$ cat src/rtl/cdr_pkg.sv
// CDR lock controller shared types.
// State encoding and DLF gain codes.
package cdr_pkg;

    typedef enum logic [1:0] {
        IDLE,
        ACQ_FAST,
        ACQ_SLOW,
        LOCKED
    } cdr_state_e;

    localparam logic [1:0] GAIN_FAST  = 2'd2;
    localparam logic [1:0] GAIN_SLOW  = 2'd1;
    localparam logic [1:0] GAIN_TRACK = 2'd0;

endpackage

$ cat src/rtl/cdr_win_integrator.sv
// Box-car window integrator for voted Up/Dn decisions.
// Counts the window, accumulates the signed net, reports it at window end.
module cdr_win_integrator #(
    parameter int WINDOW_LEN = 64,
    parameter int NW         = $clog2(WINDOW_LEN) + 2
) (
    input  logic                 clk,
    input  logic                 rst_n,
    input  logic                 run,
    input  logic                 clr,
    input  logic                 vote_up,
    input  logic                 vote_dn,
    output logic                 win_end,
    output logic signed [NW-1:0] win_sum,
    output logic signed [NW-1:0] win_net
);

    localparam int CW = $clog2(WINDOW_LEN);
    localparam logic [CW-1:0] LAST = CW'(WINDOW_LEN - 1);

    logic [CW-1:0]        win_cnt;
    logic signed [NW-1:0] acc;
    logic signed [NW-1:0] step;

    // Per-cycle contribution, running sum including it, window-end strobe
    always_comb begin
        step = '0;
        if (vote_up && !vote_dn) begin
            step = {{(NW-1){1'b0}}, 1'b1};
        end else if (vote_dn && !vote_up) begin
            step = '1;
        end
        win_sum = acc + step;
        win_end = run && (win_cnt == LAST);
    end

    // Window counter and accumulator; restart on state change or when idle
    always_ff @(posedge clk or negedge rst_n) begin
        if (!rst_n) begin
            win_cnt <= '0;
            acc     <= '0;
            win_net <= '0;
        end else begin
            if (win_end) begin
                win_net <= win_sum;
            end
            if (clr || !run) begin
                win_cnt <= '0;
                acc     <= '0;
            end else if (win_end) begin
                win_cnt <= '0;
                acc     <= '0;
            end else begin
                win_cnt <= win_cnt + 1'b1;
                acc     <= win_sum;
            end
        end
    end

endmodule

$ cat src/rtl/cdr_lock_ctrl.sv
// CDR acquisition/lock sequencer.
// Steps DLF gain fast -> slow -> track and tracks lock from window nets.
module cdr_lock_ctrl
    import cdr_pkg::*;
#(
    parameter int WINDOW_LEN     = 64,
    parameter int FAST_WINDOWS   = 4,
    parameter int LOCK_THRESH    = 4,
    parameter int LOCK_WINDOWS   = 8,
    parameter int UNLOCK_THRESH  = 16,
    parameter int UNLOCK_WINDOWS = 2,
    parameter int ACQ_TIMEOUT    = 256
) (
    input  logic                                 clk,
    input  logic                                 rst_n,
    input  logic                                 enable,
    input  logic                                 vote_up,
    input  logic                                 vote_dn,
    output logic [1:0]                           gain_sel,
    output logic                                 dlf_freeze,
    output logic                                 cdr_locked,
    output logic                                 lock_lost,
    output logic                                 acq_timeout,
    output logic signed [$clog2(WINDOW_LEN)+1:0] win_net
);

    localparam int NW   = $clog2(WINDOW_LEN) + 2;
    localparam int GW   = $clog2(LOCK_WINDOWS + 1);
    localparam int BW   = $clog2(UNLOCK_WINDOWS + 1);
    localparam int TMAX = (ACQ_TIMEOUT > FAST_WINDOWS) ?
                          ACQ_TIMEOUT : FAST_WINDOWS;
    localparam int TW   = $clog2(TMAX + 1);

    localparam logic signed [NW-1:0] LT = NW'(LOCK_THRESH);
    localparam logic signed [NW-1:0] UT = NW'(UNLOCK_THRESH);

    cdr_state_e           state;
    cdr_state_e           nxt;
    logic [GW-1:0]        good_cnt;
    logic [BW-1:0]        bad_cnt;
    logic [TW-1:0]        win_total;
    logic                 win_end;
    logic signed [NW-1:0] win_sum;
    logic                 good;
    logic                 bad;
    logic                 clr;
    logic                 run;
    logic                 lost;
    logic                 to_flag;

    cdr_win_integrator #(
        .WINDOW_LEN (WINDOW_LEN),
        .NW         (NW)
    ) u_win (
        .clk     (clk),
        .rst_n   (rst_n),
        .run     (run),
        .clr     (clr),
        .vote_up (vote_up),
        .vote_dn (vote_dn),
        .win_end (win_end),
        .win_sum (win_sum),
        .win_net (win_net)
    );

    // Next state from the completed window net; enable low overrides all
    always_comb begin
        good    = (win_sum <= LT) && (win_sum >= -LT);
        bad     = (win_sum > UT) || (win_sum < -UT);
        nxt     = state;
        to_flag = 1'b0;
        if (!enable) begin
            nxt = IDLE;
        end else begin
            unique case (state)
                IDLE: nxt = ACQ_FAST;
                ACQ_FAST: begin
                    if (win_end && win_total == TW'(FAST_WINDOWS - 1))
                        nxt = ACQ_SLOW;
                end
                ACQ_SLOW: begin
                    if (win_end) begin
                        if (good && good_cnt == GW'(LOCK_WINDOWS - 1)) begin
                            nxt = LOCKED;
                        end else if (win_total == TW'(ACQ_TIMEOUT - 1)) begin
                            nxt     = ACQ_FAST;
                            to_flag = 1'b1;
                        end
                    end
                end
                LOCKED: begin
                    if (win_end && bad && bad_cnt == BW'(UNLOCK_WINDOWS - 1))
                        nxt = ACQ_FAST;
                end
                default: nxt = IDLE;
            endcase
        end
        clr  = (nxt != state);
        run  = (state != IDLE);
        lost = (state == LOCKED) && (nxt == ACQ_FAST);
    end

    // State, lock counters and registered outputs
    always_ff @(posedge clk or negedge rst_n) begin
        if (!rst_n) begin
            state       <= IDLE;
            gain_sel    <= GAIN_FAST;
            dlf_freeze  <= 1'b1;
            cdr_locked  <= 1'b0;
            lock_lost   <= 1'b0;
            acq_timeout <= 1'b0;
            good_cnt    <= '0;
            bad_cnt     <= '0;
            win_total   <= '0;
        end else begin
            state      <= nxt;
            lock_lost  <= lost;
            dlf_freeze <= (nxt == IDLE);
            cdr_locked <= (nxt == LOCKED);
            if (to_flag) begin
                acq_timeout <= 1'b1;
            end
            case (nxt)
                ACQ_SLOW: gain_sel <= GAIN_SLOW;
                LOCKED:   gain_sel <= GAIN_TRACK;
                default:  gain_sel <= GAIN_FAST;
            endcase
            if (clr) begin
                good_cnt  <= '0;
                bad_cnt   <= '0;
                win_total <= '0;
            end else if (win_end) begin
                case (state)
                    ACQ_FAST: win_total <= win_total + 1'b1;
                    ACQ_SLOW: begin
                        good_cnt  <= good ? good_cnt + 1'b1 : '0;
                        win_total <= win_total + 1'b1;
                    end
                    LOCKED: bad_cnt <= bad ? bad_cnt + 1'b1 : '0;
                    default: ;
                endcase
            end
        end
    end

endmodule

$ cat config.mk
export PLATFORM = sky130hd
export DESIGN_NAME = cdr_lock_ctrl
export DESIGN_NICKNAME = d
export VERILOG_FILES = /design/src/rtl/cdr_pkg.sv /design/src/rtl/cdr_win_integrator.sv /design/src/rtl/cdr_lock_ctrl.sv
export SDC_FILE = /design/constraint.sdc
export NUM_CORES = 1
export LEC_CHECK = 0
export CAP_MARGIN = 40
export CORE_ASPECT_RATIO = 1.2
export CORE_UTILIZATION = 50
export CTS_CLUSTER_SIZE = 20
export DETAILED_ROUTE_END_ITERATION = 16
export PLACE_DENSITY = 0.72
export SLEW_MARGIN = 20
export SYNTH_ARGS = -nofsm -noshare
export SYNTH_HDL_FRONTEND = slang
export SYNTH_SLANG_ARGS = --single-unit
$ cat constraint.sdc
create_clock -name clk -period 3.45 [get_ports clk]
set_clock_uncertainty 0.1 [all_clocks]
set_input_delay 0.5175 -clock clk [delete_from_list [all_inputs] [get_ports clk]]
set_output_delay 0.5175 -clock clk [all_outputs]
set_load 0.01 [all_outputs]
; ---- Yosys cells after proc, flatten, opt, wreduce, memory -nomap -nowiden
; Index checks and enable logic that the tools add are counted.
[word_totals]
reg_bits = 45
latchBits = 0
mem_bits_rw = 0
mem_bits_ro = 0
wordCells = 88
memories = 0
[op_classes]
add_sub_neg = 5
multipliers = 0
n_div = 0
order_cmp = 4
n_eq_ne = 12
n_shift = 0
n_mux = 30
bitwise_logic = 0
n_reduce_logical = 25
[op_table]
columns = op, n
row1 = two-way mux 8 bit, 4
row2 = two-way mux 9 bit, 3
row3 = two-way mux 2 bit, 10
row4 = two-way mux 4 bit, 4
row5 = two-way mux 6 bit, 2
row6 = nonzero test 2 bit, 5
row7 = "adder 9 x 1 -> 9 bit, second input constant", 1
row8 = "equality test 9 x 2 -> 1 bit, second input constant", 1
row9 = "equality test 9 x 8 -> 1 bit, second input constant", 1
row10 = logical AND 1 bit, 9
row11 = adder 8 bit, 1
row12 = "equality test 2 bit, second input constant", 4
row13 = ">= comparator 8 x 3 -> 1 bit, second input constant", 1
row14 = "> comparator 8 x 6 -> 1 bit, second input constant", 1
row15 = "less-or-equal comparator 8 x 4 -> 1 bit, second input constant", 1
row16 = "< comparator 8 x 5 -> 1 bit, second input constant", 1
row17 = one-hot mux 2 bit (4 select lines), 1
row18 = "adder 6 x 1 -> 6 bit, second input constant", 1
row19 = "equality test 2 x 1 -> 1 bit, second input constant", 3
row20 = "equality test 6 bit, second input constant", 1
row21 = AND reduction 2 bit, 3
row22 = two-way mux 1 bit, 5
row23 = "adder 4 x 1 -> 4 bit, second input constant", 1
row24 = "equality test 4 x 3 -> 1 bit, second input constant", 1
row25 = other kinds (7), 11

; ---- Depth between registers and ports, before layout
[logic_depth]
word_depth = 15
ltp_mapped = 17
depth_no_buf = 15

; ---- Hierarchy
; From an unflattened synthesis, not the netlist that was laid out.
[unflattened]
hier_cells = 306
hier_area_um2 = 2915.3
[by_module_without_submodules]
columns = mod, instances, cells_each, area_per_inst_um2
row1 = cdr_lock_ctrl, 1, 159, 1609.0
row2 = cdr_win_integrator, 1, 147, 1306.3

; ---- Least setup slack after synthesis
; Ideal clock, no wire load.
[synth_path]
kind = input to register
from = in vote_up
to = reg u_win.acc[0]
setup_time_ps = 80
arrival_time_ps = 3714
required_time_ps = 3270
slack_ps = -444
stages = 17
path_buffers = 4
path_cell_list = inv_1 > ha_1 > buf_4 > buf_6 > xor2_1 > ha_1 > nand4b_1 > o31ai_1 > or4b_1 > o211a_1 > a2111oi_0 > o31ai_1 > o31ai_2 > mux2_4 > buf_6 > buf_8 > nor3_2
[synth_via]
elab_chain_len = 15
elab_cells_between_ends = 24
classes_between = add/sub: 1 / order compare: 4 / eq/ne: 1 / mux: 9 / reduce/logical: 9
[synth_lines]
columns = item, line
row1 = start: declaration, cdr_lock_ctrl.sv:17  ; input logic vote_up,
row2 = logical NOT 1 bit, cdr_win_integrator.sv:30  ; end else if (vote_dn && !vote_up) begin
row3 = logical AND 1 bit, cdr_win_integrator.sv:30
row4 = two-way mux 8 bit, cdr_win_integrator.sv:30
row5 = two-way mux 8 bit (*), cdr_win_integrator.sv:28  ; if (vote_up && !vote_dn) begin
row6 = adder 8 bit (*), cdr_win_integrator.sv:33  ; win_sum = acc + step;
row7 = "less-or-equal comparator 8 x 4 -> 1 bit, or another cell as far along", cdr_lock_ctrl.sv:68  ; good = (win_sum <= LT) && (win_sum >= -LT);
row8 = logical AND 1 bit / logical OR 1 bit (equally long branches), "cdr_lock_ctrl.sv:68, cdr_lock_ctrl.sv:69"
row9 = "logical AND 1 bit, on equally long branches", "cdr_lock_ctrl.sv:83, cdr_lock_ctrl.sv:92"
row10 = two-way mux 2 bit / logical AND 1 bit (equally long branches), "cdr_lock_ctrl.sv:83, cdr_lock_ctrl.sv:92"
row11 = "two-way mux 2 bit, on equally long branches", "cdr_lock_ctrl.sv:82, cdr_lock_ctrl.sv:92"
row12 = one-hot mux 2 bit (4 select lines), cdr_lock_ctrl.sv:75  ; unique case (state)
row13 = two-way mux 2 bit, cdr_lock_ctrl.sv:72  ; if (!enable) begin
row14 = != test 2 bit, cdr_lock_ctrl.sv:98  ; clr = (nxt != state);
row15 = logical OR 1 bit, cdr_win_integrator.sv:47  ; if (clr || !run) begin
row16 = two-way mux 8 bit (*), cdr_win_integrator.sv:47
row17 = end signal: assignment, cdr_win_integrator.sv:55  ; acc <= win_sum;
row18 = end: declaration, cdr_win_integrator.sv:22  ; logic signed [NW-1:0] acc;
; Mark *: on every way between the ends. The rest lies on a longest branch, timed or not.
; A chain may end at the register's enable or synchronous reset.

; ---- Final worst setup path
[layout_path]
from = in vote_up
to = reg bad_cnt[1]
[layout_via]
elab_chain_len = 15
elab_cells_between_ends = 28
classes_between = add/sub: 1 / order compare: 4 / eq/ne: 1 / mux: 11 / reduce/logical: 11
[layout_lines]
columns = item, line
row1 = logical NOT 1 bit, cdr_win_integrator.sv:30
row2 = logical AND 1 bit, cdr_win_integrator.sv:30
row3 = two-way mux 8 bit, cdr_win_integrator.sv:30
row4 = two-way mux 8 bit (*), cdr_win_integrator.sv:28
row5 = adder 8 bit (*), cdr_win_integrator.sv:33
row6 = "less-or-equal comparator 8 x 4 -> 1 bit, or another cell as far along", cdr_lock_ctrl.sv:68
row7 = logical AND 1 bit / logical OR 1 bit (equally long branches), "cdr_lock_ctrl.sv:68, cdr_lock_ctrl.sv:69"
row8 = "logical AND 1 bit, on equally long branches", "cdr_lock_ctrl.sv:83, cdr_lock_ctrl.sv:92"
row9 = two-way mux 2 bit / logical AND 1 bit (equally long branches), "cdr_lock_ctrl.sv:83, cdr_lock_ctrl.sv:92"
row10 = "two-way mux 2 bit, on equally long branches", "cdr_lock_ctrl.sv:82, cdr_lock_ctrl.sv:92"
row11 = one-hot mux 2 bit (4 select lines), cdr_lock_ctrl.sv:75
row12 = two-way mux 2 bit, cdr_lock_ctrl.sv:72
row13 = != test 2 bit, cdr_lock_ctrl.sv:98
row14 = nonzero test 2 bit (no source line), n/a
row15 = AND reduction 2 bit (no source line), n/a
row16 = end signal: assignment, cdr_lock_ctrl.sv:139  ; LOCKED: bad_cnt <= bad ? bad_cnt + 1'b1 : '0;
row17 = end: declaration, cdr_lock_ctrl.sv:40  ; logic [BW-1:0] bad_cnt;
; Mark *: on every way between the ends. The rest lies on a longest branch, timed or not. The select of a mux whose other input is x is not followed.

==> impl_metrics.ini <==
[route]
drtIter0Drc = 79
drt-total-wl_um = 6410
ant_nets = 0
wl_per_cell_um = 15.9
via_per_inst = 5.92
drtPass1Iterations = 7
drc_errors = 0
vias = 2387

[die]
ios = 19
die_y_um = 84.6
core_sq_um = 5370
die_area_sq_um = 5990
row_count = 29
die_w_um = 70.8
start_util_pct = 52.9

[setup_path]
endpoint_kind = register
critPathKind = input pin to register
crit_start = vote_up
r2r-start = u_win.acc[0]
cp.required_ns = 3.57
critPathLaunchType = input pin
cp.arrival_ns = 3.57
cp_max_fo = 7

[synth]
synth_edf_count = 0
avgSynthCellArea_sq_um = 9.83
syn_nets = 308
synth_area_leaders = dfrtp_1 38%, ha_1 6.2%, nor3_1 3.9%
synthXorXnorAreaFrac_pct = 5.55
synth-compound-area-share_pct = 11.9
synth_top_family_by_area = simple AND/OR/NAND/NOR gates
synthCells = 289
synth-seq-cells = 45
ys_dominant_reg_cell = dfrtp_1
netlist_area_sq_um = 2840
synth_area_leader_cell = dfrtp_1
synthMuxAreaShare_pct = 3.66
synth.cells.most_frequent = 43 x dfrtp_1, 24 x nand2_1, 22 x nor2_1, 22 x nor3_1, 14 x ha_1
ys_seq_area_share_pct = 39.7
synth.most_common_cell = dfrtp_1
synth_fa_ha_area_share_pct = 6.17
synth_top_area_share_pct = 37.9
synth_warnings = 0
synthSimpleGateAreaFrac_pct = 28.1
synth_cell_type_count = 62
synthArstFlopShare_pct = 100

[sta]
maxSlewHeadroom_pct = 62.8
fin_crit_sh_pct = 99.9
fin_ws_ns = 0.00186
fmax_ghz = 0.290
rsz0062_at_grt = true
whs_ns = 0.0405
final_hold_viol_count = 0
setup_viol = 0
finalMaxSlewViolations = 0
tightestPinTransition_ns = 0.553
period_needed_ns = 3.45

[global_route]
grt_pass1_wl_um = 11200
grt_max_degree = 29
grt_overflow_total = 0
grt_pass1_vias = 2474
antenna_found_initial = 0
track_usage_pct = 23.4

[cts]
clk_latency_ns = 0.30
postCtsHoldBufs = 0
numCtsBuffers = 5
cts-root-buf = clkbuf_8
path_clk_slew_ns = 0.08
cts_max_level = 2
cts.sinks = 45
clock_path_buffers = 2
cts_tree = built

[finish]
diodes = 0
areaGrowthSynthToFinish_pct = 33.2
final_core_util_pct = 70.5
fill_cells = 374
finalInstanceArea_sq_um = 3780
final_nets = 359
layout-drive-gt1-share_pct = 35.2

[power_and_ir_drop]
p_per_area_nw_per_um2 = 318
leakagePower_nw = 1.55
totalPowerFinal_mw = 1.20
ir_worst_vdd_mv = 0.282

[place]
place_congestion = 0.793
place_ws_ns = -0.886
dpl_cell_area_sq_um = 3320
dpl.hpwl_um = 4150
portBuffers = 18

[min_path]
hold_path.class = input pin to asynchronous set/reset pin

[status]
run_status = complete, no violations

[run]
drv_cap = 0
[metal layers]
metal	share of wire, %	up-vias	track usage, %
met5	0	-	0
met3	2.7	9	3.24
li1	-	1152	-
met2	54	46	43.6
met1	41	1180	27.7
met4	1.5	0	6.55
[worst paths after layout]
path	depth (start not counted)	slack [ns]	to
min in group clk	1	0.41	u_win.win_net[1]
hold / removal	1	0.04	cdr_locked
setup reg to reg	13	0.20	bad_cnt[1]
hold reg to reg	1	0.41	u_win.win_net[1]
setup / recovery	17	0.002	bad_cnt[1]
max in group asynchronous	2	2.66	dlf_freeze
[power breakdown]
group	leakage (nW)	internal [mW]	total, mW	switching, mW
Sequential	0.612	0.537	0.552	0.0149
Clock	0.0542	0.181	0.355	0.174
Combinational	0.886	0.141	0.298	0.157
[flip-flops by register name (all words and copies together), names as in the netlist]
signal	cells
win_total	9
u_win.acc	8
u_win.win_net	8
u_win.win_cnt	6
good_cnt	4
bad_cnt	2
gain_sel	2
state	2
acq_timeout	1
cdr_locked	1
dlf_freeze	1
lock_lost	1
[repair_timing]
action | 4_1_cts | 5_1_grt
endpoints found under the setup margin | 37 | 34
pin swaps | 11 | 15
cloned | 3 | 0
resized for setup | 43 | 15
setup buffers | 5 | 3
[area by class of cell]
| class | instances | area [sq um] | share of cell area [%] |
|---|---|---|---|
| clock buffers | 7 | 96.3 | 2.55 |
| clock inverters | 1 | 5.00 | 0.132 |
| inverters | 10 | 50.0 | 1.32 |
| multi-input cells | 222 | 1920 | 50.8 |
| flip-flops and latches | 45 | 1130 | 29.8 |
| well taps | 62 | 77.6 | 2.05 |
| repair buffers | 56 | 504 | 13.3 |
[layout by cell type (no fill, tap or decap), drive strengths merged, types with 9 or more instances in the layout]
cell type,netlist,routed
nor4,10,10
nor3,32,32
buf,10,41
ha,14,14
nor2,22,22
mux2,8,11
a21oi,10,10
nand2,24,24
dfrtp,43,43
xor2,10,10
clkdlybuf4s50,0,15
o21ai,9,9
inv,10,10
[through the flow]
stage	instances	setup TNS [ns]
after floorplan	289	-2.09
after global placement	383	-27.60
after detailed placement	384	-29.61
after CTS	400	-0.0187
after global routing	403	-1.19
final	403	0
[logic make-up after synthesis]
family | Yosys count
adder cells (fa/ha/maj) | 14
AO/OA/AOI/OAI | 43
AND/OR/NAND/NOR | 135
XOR/XNOR | 18
buffers and inverters | 25
multiplexers | 9
flip-flops | 45
[worst max-delay path, stage by stage]
cell and delay [ns]:
buf_8 0.09, inv_12 0.03, ha_4 0.24, inv_2 0.04, ha_4 0.16, buf_4 0.14, nand4b_1 0.09, and4_4 0.26
nor3_1 0.06, or3_4 0.44, buf_4 0.16, a2111oi_4 0.41, o31ai_4 0.10, o31ai_4 0.11, buf_4 0.18, mux2_4 0.36
nor3_2 0.16
Note: power is estimated with default switching activity, not from simulation.
